**config.mk**
```make
export PLATFORM = sky130hd
export DESIGN_NAME = led_strip_streamer
export DESIGN_NICKNAME = d
export VERILOG_FILES = /design/src/rtl/led_strip_streamer.sv
export SDC_FILE = /design/constraint.sdc
export NUM_CORES = 1
export LEC_CHECK = 0
export ABC_AREA = 0
export CAP_MARGIN = 20
export CELL_PAD_IN_SITES_DETAIL_PLACEMENT = 1
export CELL_PAD_IN_SITES_GLOBAL_PLACEMENT = 2
export CORE_MARGIN = 5
export CORE_UTILIZATION = 35
export DETAILED_ROUTE_END_ITERATION = 12
export GPL_ROUTABILITY_DRIVEN = 0
export PLACE_DENSITY_LB_ADDON = 0.3
export SYNTH_ARGS = -nofsm -noshare
export SYNTH_HDL_FRONTEND = slang
export SYNTH_SLANG_ARGS = --single-unit
```
**constraint.sdc**
```tcl
create_clock -name clk -period 8.7 [get_ports clk]
set_clock_uncertainty 0.2 [all_clocks]
set_input_delay 1.305 -clock clk [delete_from_list [all_inputs] [get_ports clk]]
set_output_delay 1.305 -clock clk [all_outputs]
set_load 0.01 [all_outputs]
```
**src/rtl/led_strip_streamer.sv**
```systemverilog
// WS2812-class strip serialiser: fetches per-LED colour words over a req/valid port and
// emits them MSB-first with programmable bit timing. Optional dimming: LED_STRIP_BRIGHTNESS_EN.
module led_strip_streamer #(
  parameter int NUM_LEDS     = 400,
  parameter int BITS_PER_LED = 24,
  parameter int T0H          = 20,
  parameter int T1H          = 40,
  parameter int T_BIT        = 63,
  parameter int T_RESET      = 3000
) (
  input  logic                        clk,
  input  logic                        rst_n,
  input  logic                        refresh,
  input  logic                        refresh_lock,
  output logic [$clog2(NUM_LEDS)-1:0] pix_addr,
  output logic                        pix_req,
  input  logic                        pix_valid,
  input  logic [BITS_PER_LED-1:0]     pix_data,
`ifdef LED_STRIP_BRIGHTNESS_EN
  input  logic [7:0]                  brightness,
`endif
  output logic                        busy,
  output logic                        frame_done,
  output logic                        underrun,
  output logic                        led_out
);

  localparam int AW  = $clog2(NUM_LEDS);
  localparam int BCW = $clog2(T_BIT);
  localparam int LCW = $clog2(T_RESET + 1);
  localparam int IW  = $clog2(BITS_PER_LED);

  localparam logic [BCW-1:0] BIT_LAST   = BCW'(T_BIT - 1);
  localparam logic [BCW-1:0] T0H_C      = BCW'(T0H);
  localparam logic [BCW-1:0] T1H_C      = BCW'(T1H);
  localparam logic [LCW-1:0] LATCH_LAST = LCW'(T_RESET - 1);
  localparam logic [AW-1:0]  LAST_LED   = AW'(NUM_LEDS - 1);
  localparam logic [IW-1:0]  LAST_BIT   = IW'(BITS_PER_LED - 1);

  typedef enum logic [2:0] {IDLE, FETCH, SHIFT, STALL, LATCH} state_e;

  state_e                  state_q, state_d;
  logic                    pending_q, pending_d;
  logic                    boot_q, boot_d;
  logic [AW-1:0]           pix_addr_q, pix_addr_d;
  logic                    pix_req_q, pix_req_d;
  logic [AW-1:0]           cur_q, cur_d;
  logic [BITS_PER_LED-1:0] shreg_q, shreg_d;
  logic [IW-1:0]           bit_idx_q, bit_idx_d;
  logic [BCW-1:0]          bit_cnt_q, bit_cnt_d;
  logic [LCW-1:0]          latch_cnt_q, latch_cnt_d;
  logic [BITS_PER_LED-1:0] hold_q, hold_d;
  logic                    hold_full_q, hold_full_d;
  logic                    underrun_q, underrun_d;
  logic                    frame_done_q, frame_done_d;
  logic                    led_q, led_d;

  logic                    accept;
  logic                    start_pixel;
  logic [BITS_PER_LED-1:0] start_word;
  logic [BITS_PER_LED-1:0] word_in;
  logic [BCW-1:0]          thigh;

`ifdef LED_STRIP_BRIGHTNESS_EN
  // Each 8-bit channel is scaled by (brightness+1)/256, so 255 is an exact pass-through.
  function automatic logic [BITS_PER_LED-1:0] dim(input logic [BITS_PER_LED-1:0] w,
                                                 input logic [7:0] b);
    logic [15:0] prod;
    dim = '0;
    for (int c = 0; c < BITS_PER_LED / 8; c++) begin
      prod = 16'(w[c*8 +: 8]) * (16'(b) + 16'd1);
      dim[c*8 +: 8] = prod[15:8];
    end
  endfunction

  assign word_in = dim(pix_data, brightness);
`else
  assign word_in = pix_data;
`endif

  assign accept = pix_req_q & pix_valid;
  assign thigh  = shreg_q[BITS_PER_LED-1] ? T1H_C : T0H_C;

  // Out of reset the block sits in LATCH so the strip always sees a full latch gap first.
  always_ff @(posedge clk or negedge rst_n) begin
    if (!rst_n) begin
      state_q      <= LATCH;
      pending_q    <= 1'b0;
      boot_q       <= 1'b1;
      pix_addr_q   <= '0;
      pix_req_q    <= 1'b0;
      cur_q        <= '0;
      shreg_q      <= '0;
      bit_idx_q    <= '0;
      bit_cnt_q    <= '0;
      latch_cnt_q  <= '0;
      hold_q       <= '0;
      hold_full_q  <= 1'b0;
      underrun_q   <= 1'b0;
      frame_done_q <= 1'b0;
      led_q        <= 1'b0;
    end else begin
      state_q      <= state_d;
      pending_q    <= pending_d;
      boot_q       <= boot_d;
      pix_addr_q   <= pix_addr_d;
      pix_req_q    <= pix_req_d;
      cur_q        <= cur_d;
      shreg_q      <= shreg_d;
      bit_idx_q    <= bit_idx_d;
      bit_cnt_q    <= bit_cnt_d;
      latch_cnt_q  <= latch_cnt_d;
      hold_q       <= hold_d;
      hold_full_q  <= hold_full_d;
      underrun_q   <= underrun_d;
      frame_done_q <= frame_done_d;
      led_q        <= led_d;
    end
  end

  always_comb begin
    state_d      = state_q;
    pending_d    = pending_q | refresh;
    boot_d       = boot_q;
    pix_addr_d   = pix_addr_q;
    pix_req_d    = pix_req_q & ~pix_valid;
    cur_d        = cur_q;
    shreg_d      = shreg_q;
    bit_idx_d    = bit_idx_q;
    bit_cnt_d    = bit_cnt_q;
    latch_cnt_d  = latch_cnt_q;
    hold_d       = hold_q;
    hold_full_d  = hold_full_q;
    underrun_d   = underrun_q;
    frame_done_d = 1'b0;
    led_d        = 1'b0;
    start_pixel  = 1'b0;
    start_word   = '0;

    unique case (state_q)
      IDLE: begin
        if (pending_q && !refresh_lock) begin
          state_d    = FETCH;
          pending_d  = refresh;
          underrun_d = 1'b0;
          pix_addr_d = '0;
          pix_req_d  = 1'b1;
        end
      end
      FETCH: begin
        if (accept) begin
          start_pixel = 1'b1;
          start_word  = word_in;
          cur_d       = '0;
        end
      end
      SHIFT: begin
        if (accept) begin
          hold_d      = word_in;
          hold_full_d = 1'b1;
        end
        if (bit_cnt_q != BIT_LAST) begin
          bit_cnt_d = bit_cnt_q + 1'b1;
          led_d     = (bit_cnt_d < thigh);
        end else if (bit_idx_q != LAST_BIT) begin
          shreg_d   = shreg_q << 1;
          bit_idx_d = bit_idx_q + 1'b1;
          bit_cnt_d = '0;
          led_d     = 1'b1;
        end else if (cur_q == LAST_LED) begin
          state_d     = LATCH;
          latch_cnt_d = '0;
        end else if (hold_full_q || accept) begin
          // A word arriving exactly on the pixel boundary is used directly, without a stall.
          start_pixel = 1'b1;
          start_word  = hold_full_q ? hold_q : word_in;
          hold_full_d = 1'b0;
          cur_d       = cur_q + 1'b1;
        end else begin
          state_d    = STALL;
          underrun_d = 1'b1;
        end
      end
      STALL: begin
        if (accept) begin
          start_pixel = 1'b1;
          start_word  = word_in;
          cur_d       = cur_q + 1'b1;
        end
      end
      LATCH: begin
        if (latch_cnt_q == LATCH_LAST) begin
          state_d      = IDLE;
          frame_done_d = ~boot_q;
          boot_d       = 1'b0;
        end else begin
          latch_cnt_d = latch_cnt_q + 1'b1;
        end
      end
      default: state_d = LATCH;
    endcase

    // Loading a pixel opens its first bit period and prefetches the next word.
    if (start_pixel) begin
      state_d   = SHIFT;
      shreg_d   = start_word;
      bit_idx_d = '0;
      bit_cnt_d = '0;
      led_d     = 1'b1;
      if (cur_d != LAST_LED) begin
        pix_addr_d = cur_d + 1'b1;
        pix_req_d  = 1'b1;
      end
    end
  end

  always_comb begin
    busy = (state_q != IDLE);
  end

  assign pix_addr   = pix_addr_q;
  assign pix_req    = pix_req_q;
  assign frame_done = frame_done_q;
  assign underrun   = underrun_q;
  assign led_out    = led_q;

endmodule

```
==> summary.txt, run 1 <==
Run status
  – Status: finished clean

Synthesis
  – Synth Cell Area: 5230 sq um
  – #FFs+latches synth: 99
  – Count of cell types in the netlist: 65
  – Syn_area_per_cell: 9.390 sq um
  – Register area share after synthesis: 0.4742
  – Post-synth EDFFs: 0
  – Ys async rst share: 1.000
  – Synth top area cells: dfrtp_1 (46%), nand2_1 (5.7%), mux2_2 (5.2%)
  – Synth area leader: dfrtp_1
  – Primary FF master, synth: dfrtp_1
  – Post-synth net total: 596
  – YS warnings: 0
  – Area fraction of the dominant cell type after synthesis: 0.4641
  – Cells after synthesis: 557

Critical path
  – Critical path launch point type: primary input
  – Crit path DAT: 4780 ps
  – Crit path max fanout: 8
  – Largest stage delay, worst path: 640 ps
  – CP most frequent cell: or4_1
  – Critical-path top delay cell: or4_1
  – Crit path capture type: flip-flop
  – CP Cell Sequence: clkdlybuf4s50_1 > a21oi_1 > or4_1 > or4_1 > nand3_1 > ha_1 > o31a_1 > and2_1 > a31o_1 > mux2i_1
  – CP Class: in2reg
  – Required time of the critical path: 8760 ps

Clocking
  – Post-CTS setup buffer count: 0
  – CTS sink cnt: 99
  – Hold Buf Count CTS: 0
  – CTS H-tree depth: 3
  – Worst-Skew Late Latency: 340 ps
  – Clk buf depth: 2
  – CTS resizes: 0
  – CTS buffer count: 9
  – Clk root buf: clkbuf_16
  – CTS tree: done
  – Clk slew on worst S/H paths: 70 ps

STA
  – Final period util: 0.5422
  – Max Slew Vio Count: 0
  – Post-route setup TNS: 0 ps
  – # setup viols final: 0
  – Slew HR: 0.3358
  – Fin crit period: 4717 ps
  – Worst-margin pin slew: 996.2 ps
  – Max Freq: 212.0 MHz
  – Worst Slack Setup Final: 3983 ps
  – Final Hold Vio Count: 0
  – RSZ-0062 raised after global routing: false

Final layout
  – Layout cell share with drive strength beyond 1: 0.1076
  – Core Util, Final: 0.4236
  – Nets: 629
  – Area Overhead vs Synth: 18.16%
  – # diodes: 0

Floorplan
  – Initial Util: 0.3585
  – DIE WIDTH: 132.2 microns
  – Die Footprint: 17490 sq um
  – # rows: 44
  – Boundary pin count: 43
  – Core region area: 14590 sq um
  – Die Ht: 132.2 microns

Detailed routing
  – TritonRoute pass-1 iters: 4
  – Avg Vias per Cell: 5.553
  – DR WL/cell: 18.03 microns
  – Drt total wl: 14.04 mm
  – DRT antenna net count: 0
  – Residual DRC: 0
  – DR vias: 4326
  – DRT iter0 DRCs: 247

Pwr
  – Leakage: 2.535 nW
  – PD cells: 277.5 nW/um^2
  – VDD IR-drop max: 114.4 uV

Hold path
  – Min-Delay Path Class: reg2reg

Global routing
  – Initial antenna violation count: 0
  – First-pass GRT wire length: 24.07 mm
  – Remaining global-route overflow: 0
  – Total GRT Usage: 0.1650
  – Largest net degree at the start of global routing: 79
  – Vias in the first global route: 4703

Placed design
  – Port Buf Inserts: 42
  – DP Wirelength: 9.712 mm
  – Post-Place Setup Slack: 3638 ps

Flow run
  – Max_cap viols: 0
==> stage by stage <==
step / hold WS, ps / power [mW] / cells / cell area [sq um]
after floorplan: 241.9 / 1.095 / 557 / 5230
after CTS: 280.5 / 1.736 / 777 / 6137
after global placement: 255.7 / 1.262 / 761 / 5817
after global routing: 303.8 / 1.848 / 779 / 6180
after detailed placement: 267.0 / 1.294 / 761 / 5817
final: 276.4 / 1.715 / 779 / 6180
==> layout make-up <==
cell class | count | area (sq um)
inverter | 12 | 45.04
clock buffer | 11 | 242.7
fill | 1659 | 8409
clock inverter | 5 | 77.57
timing repair buffer | 48 | 490.5
sequential | 99 | 2480
tap | 184 | 230.2
multi-input combinational | 420 | 2614
==> metal layers <==
| metal | vias up | track usage | part of all wire |
|---|---|---|---|
| met2 | 48 | 0.2835 | 0.50 |
| met3 | 13 | 0.02328 | 0.023 |
| li1 | 2067 | - | - |
| met1 | 2198 | 0.2127 | 0.46 |
| met4 | 0 | 0.05713 | 0.014 |
| met5 | - | 0 | 0 |
==> cells in the final DEF (no fill, tap or decap), types with 5 or more instances in the layout <==
cell             Yosys  routed
clkdlybuf4s50_1      0      41
buf_4                1       5
inv_1               10      10
nand4_1             10      10
or3_1                6       6
xor2_1               8       8
or4_1                5       5
nor3_1               9       9
ha_1                10      10
mux2i_1              8       8
a21oi_1             18      18
a22oi_1              5       5
dfrtp_1             97      97
nor4_1               8       8
o21ai_0             37      37
nor2_1              62      61
nand2_1             80      80
a31oi_1             28      27
clkbuf_16            0       9
mux2_2              24      24
and3_1               6       6
nand2b_1             5       5
nand4b_1             5       5
nor2b_1              5       5
nand3_1             15      15
xnor2_1             12      12
==> synth_stat cells (2+ instances only) <==
master	count
ha_1	10
and2_1	4
o21ai_1	3
nor2b_1	5
nand2b_1	5
nand3b_1	4
or3_1	6
inv_1	10
buf_2	2
a22oi_1	5
o21ai_0	37
nor2_1	62
or4_1	5
nor3b_1	3
nand2_1	80
inv_2	2
dfrtp_1	97
and3_1	6
a31oi_1	28
mux2i_1	8
o21a_1	2
clkbuf_1	22
mux2_2	24
nand4_1	10
xnor2_1	12
o211ai_1	2
o31ai_1	3
nor3_1	9
a32oi_1	3
nand3_1	15
xor2_1	8
a211oi_1	3
a21oi_1	18
dfstp_2	2
nor4_1	8
nand4b_1	5
==> power by group <==
group          total, mW  internal (mW)  switching (mW)
combinational      0.542          0.248           0.294
sequential         0.743          0.618           0.125
clock              0.431          0.259           0.172
total               1.72           1.13           0.590
==> cells by family (layout without fill, tap and decap cells) <==
| family | Yosys count | count (layout) | share of synthesized area |
|---|---|---|---|
| flip-flops | 99 | 99 | 0.4742 |
| AO/OA/AOI/OAI | 121 | 121 | 0.1493 |
| XOR/XNOR | 20 | 20 | 0.03349 |
| AND/OR/NAND/NOR | 237 | 237 | 0.2237 |
| multiplexers | 32 | 32 | 0.06699 |
| adder cells (fa/ha/maj) | 10 | 10 | 0.02392 |
| buffers and inverters | 38 | 76 | 0.02847 |
==> state kept, by name, summed over array words and instances, names as in the netlist <==
| signal | flops |
|---|---|
| hold_full_q | 1 |
| pending_q | 1 |
| led_out | 1 |
| pix_req | 1 |
| hold_q | 24 |
| boot_q | 1 |
| cur_q | 9 |
| bit_idx_q | 5 |
| state_q | 3 |
| underrun | 1 |
| bit_cnt_q | 6 |
| latch_cnt_q | 12 |
| shreg_q | 24 |
| pix_addr | 9 |
| frame_done | 1 |
==> critical path, delay by kind of cell <==
kind            cells  cell delay (ps)
buf+inv             1              580
mux                 1              240
simple gates        4             1610
fa+ha+maj           1              200
compound gates      3              820
==> worst paths after layout <==
| path | start | endpoint | slack [ps] | cells past startpoint |
|---|---|---|---|---|
| max in group asynchronous | rst_n | boot_q | 6720 | 3 |
| min in group asynchronous | rst_n | bit_cnt_q[3] | 650 | 1 |
| worst min register to register | hold_q[0] | shreg_q[0] | 280 | 2 |
| worst max-delay path | pix_valid | pix_addr[0] | 3980 | 10 |
| worst max register to register | state_q[1] | shreg_q[1] | 4870 | 6 |
| worst min-delay path | hold_q[0] | shreg_q[0] | 280 | 2 |
Note: power is estimated with default switching activity, not from simulation.
==> inputs of run 2 (changes only) <==
--- a/config.mk
+++ b/config.mk
@@ -10,7 +10,7 @@
 export CELL_PAD_IN_SITES_DETAIL_PLACEMENT = 1
 export CELL_PAD_IN_SITES_GLOBAL_PLACEMENT = 2
 export CORE_MARGIN = 5
-export CORE_UTILIZATION = 35
+export CORE_UTILIZATION = 33
 export DETAILED_ROUTE_END_ITERATION = 12
 export GPL_ROUTABILITY_DRIVEN = 0
 export PLACE_DENSITY_LB_ADDON = 0.3
==> constraint.sdc (replaced) <==
create_clock -name clk -period 4.3 [get_ports clk]
set_clock_uncertainty 0.2 [all_clocks]
set_input_delay 0.645 -clock clk [delete_from_list [all_inputs] [get_ports clk]]
set_output_delay 0.645 -clock clk [all_outputs]
set_load 0.01 [all_outputs]
==> run 2 against run 1 <==
Effect of this change: utilization is 2.7 points lower; largest power group unchanged; via count down 0.18%; worst setup slack got worse by 3500 ps; power increased by 100%.
==> summary.txt, run 2 (same netlist as run 1, synthesis figures left out) <==
Detailed routing
  – DR vias: 4318 (was 4326)
  – DRT iter0 DRCs: 171 (was 247)
  – DRT antenna net count: 0 (unchanged)
  – Uppermost layer routed: met4 (unchanged)
  – Met2 Wirelength: 7.009 mm (was 7.032 mm)
  – Drt total wl: 13.90 mm (was 14.04 mm)
  – Avg Vias per Cell: 5.279 (was 5.553)
  – Residual DRC: 0 (unchanged)
  – TritonRoute pass-1 iters: 4 (unchanged)
  – DRT met1 WL: 6.279 mm (was 6.498 mm)
  – Wire length on met3: 452 microns (was 318 microns)
  – DR WL/cell: 17.00 microns (was 18.03 microns)

Placed design
  – DP Wirelength: 9.723 mm (was 9.712 mm)
  – Port Buf Inserts: 42 (unchanged)
  – Post-placement cell count: 802 (was 761)
  – Post-Place Setup Slack: 135.3 ps (was 3638 ps)

Global routing
  – Vias in the first global route: 4595 (was 4703)
  – Remaining global-route overflow: 0 (unchanged)
  – Largest net degree at the start of global routing: 73 (was 79)
  – Total GRT Usage: 0.1596 (was 0.1650)
  – First-pass GRT wire length: 23.46 mm (was 24.07 mm)
  – Initial antenna violation count: 0 (unchanged)

Floorplan
  – Die Footprint: 18470 sq um (was 17490 sq um)
  – Boundary pin count: 43 (unchanged)
  – Core region area: 15710 sq um (was 14590 sq um)
  – DIE WIDTH: 135.9 microns (was 132.2 microns)
  – Initial Util: 0.3329 (was 0.3585)
  – Die Ht: 135.9 microns (was 132.2 microns)
  – # rows: 46 (was 44)

Pwr
  – Leakage: 2.542 nW (was 2.535 nW)
  – VDD IR-drop max: 182.2 uV (was 114.4 uV)
  – PD cells: 552.3 nW/um^2 (was 277.5 nW/um^2)

Clocking
  – CTS resizes: 0 (unchanged)
  – Worst-Skew Late Latency: 350 ps (was 340 ps)
  – CTS tree: done (unchanged)
  – Clk buf depth: 2 (unchanged)
  – CTS buffer count: 9 (unchanged)
  – CTS H-tree depth: 3 (unchanged)
  – Clk slew on worst S/H paths: 70 ps (about the same)
  – Hold Buf Count CTS: 0 (unchanged)
  – Post-CTS setup buffer count: 0 (unchanged)
  – CTS sink cnt: 99 (unchanged)
  – Clk root buf: clkbuf_16 (unchanged)

STA
  – Final Hold Vio Count: 0 (unchanged)
  – Fin crit period: 3806 ps
  – Worst Slack Setup Final: 493.8 ps (was 3983 ps)
  – RSZ-0062 raised after global routing: false (unchanged)
  – Worst-margin pin slew: 975.6 ps (was 996.2 ps)
  – Hold WS: 217.3 ps (was 276.4 ps)
  – Slew HR: 0.3496 (was 0.3358)
  – # setup viols final: 0 (unchanged)
  – Max Freq: 262.7 MHz
  – Max Slew Vio Count: 0 (unchanged)
  – Final period util: 0.8852
  – Post-route setup TNS: 0 ps (unchanged)

Critical path
  – Critical-path top delay cell: clkdlybuf4s50_1 (was or4_1)
  – Reg2Reg Setup Slack: 570 ps (was 4870 ps)
  – Reg2reg path depth: 11 (was 6)
  – CP Class: in2reg (unchanged)
  – CP Cell Sequence: clkdlybuf4s50_1 > a21oi_1 > or4_1 > or4_1 > nand3_1 > ha_1 > o31a_1 > and2_1 > a31o_1 > mux2i_1 (unchanged)
  – Largest stage delay, worst path: 600 ps (was 640 ps)
  – Critical path launch point type: primary input (unchanged)
  – Crit path max fanout: 6 (was 8)
  – CP most frequent cell: or4_1 (unchanged)
  – Crit path capture type: flip-flop (unchanged)
  – Crit path DAT: 3890 ps (was 4780 ps)
  – Required time of the critical path: 4380 ps (was 8760 ps)

Final layout
  – Commonest non-fill, non-tap cell in the layout: dfrtp_1 (unchanged)
  – Most frequent cells in the layout: dfrtp_1 (97), nand2_1 (80), nor2_1 (61) (unchanged)
  – Fillers: 1816 (was 1659)
  – # diodes: 0 (unchanged)
  – Layout cell share with drive strength beyond 1: 0.1179 (was 0.1076)
  – Nets: 636 (was 629)
  – Core Util, Final: 0.3962 (was 0.4236)
  – Area Overhead vs Synth: 19.02% (was 18.16%)
  – Final non-filler cell total: 818 (was 779)
  – Biggest regs: hold_q: 24 flops, shreg_q: 24 flops, latch_cnt_q: 12 flops (unchanged)

Flow run
  – Max_cap viols: 0 (unchanged)

Hold path
  – Min-Delay Path Class: in2async (was reg2reg)

Run status
  – Status: finished clean (unchanged)
## run 2: cell types whose count changed in the layout (fill, tap and decap cells not counted), sizes merged
cell and delta:
clkbuf -1, clkinvlp +1, buf +7, bufinv -1
clkinv -1, inv +2
## run 2: layer usage
layer | up-vias | global-route usage
met5 | - | 0
met4 | 0 | 0.04591
met3 | 15 | 0.03109
met2 | 64 | 0.2782
met1 | 2157 | 0.2015
li1 | 2082 | -
## run 2: final timing paths
check	start	endpoint
min in group clk	hold_q[0]	shreg_q[0]
hold reg to reg	hold_q[0]	shreg_q[0]
hold / removal	rst_n	bit_cnt_q[0]
setup / recovery	pix_valid	pix_addr[6]
max in group asynchronous	rst_n	shreg_q[11]
setup reg to reg	bit_cnt_q[0]	pix_addr[6]
## run 2: metrics by stage
stage | area [sq um] | power [mW]
global route | 6225 | 3.694
floorplan | 5230 | 2.216
global placement | 5924 | 2.585
CTS | 6225 | 3.491
detailed placement | 5924 | 2.643
finish | 6225 | 3.438
## run 2: report_power, final
part	switching, mW	leakage [nW]	internal [mW]	total (mW)
combinational	0.614	1.18	0.518	1.13
sequential	0.224	1.23	1.25	1.47
clock	0.375	0.140	0.457	0.832
total	1.21	2.54	2.23	3.44
## run 2: layout make-up
class                   count  area [sq um]  share of cell area
repair buffers             55         515.5             0.08281
clock inverters             6         71.32             0.01146
multi-input cells         420          2614              0.4199
clock buffers              10         229.0             0.03678
inverters                  12         45.04            0.007236
well taps                 216         270.3             0.04342
flip-flops and latches     99          2480              0.3984
## run 2: critical path: cells and delay by family
kind,cells,cell delay [ps]
compound gates,3,660
fa+ha+maj,1,200
buf+inv,1,600
mux,1,220
simple gates,4,1560
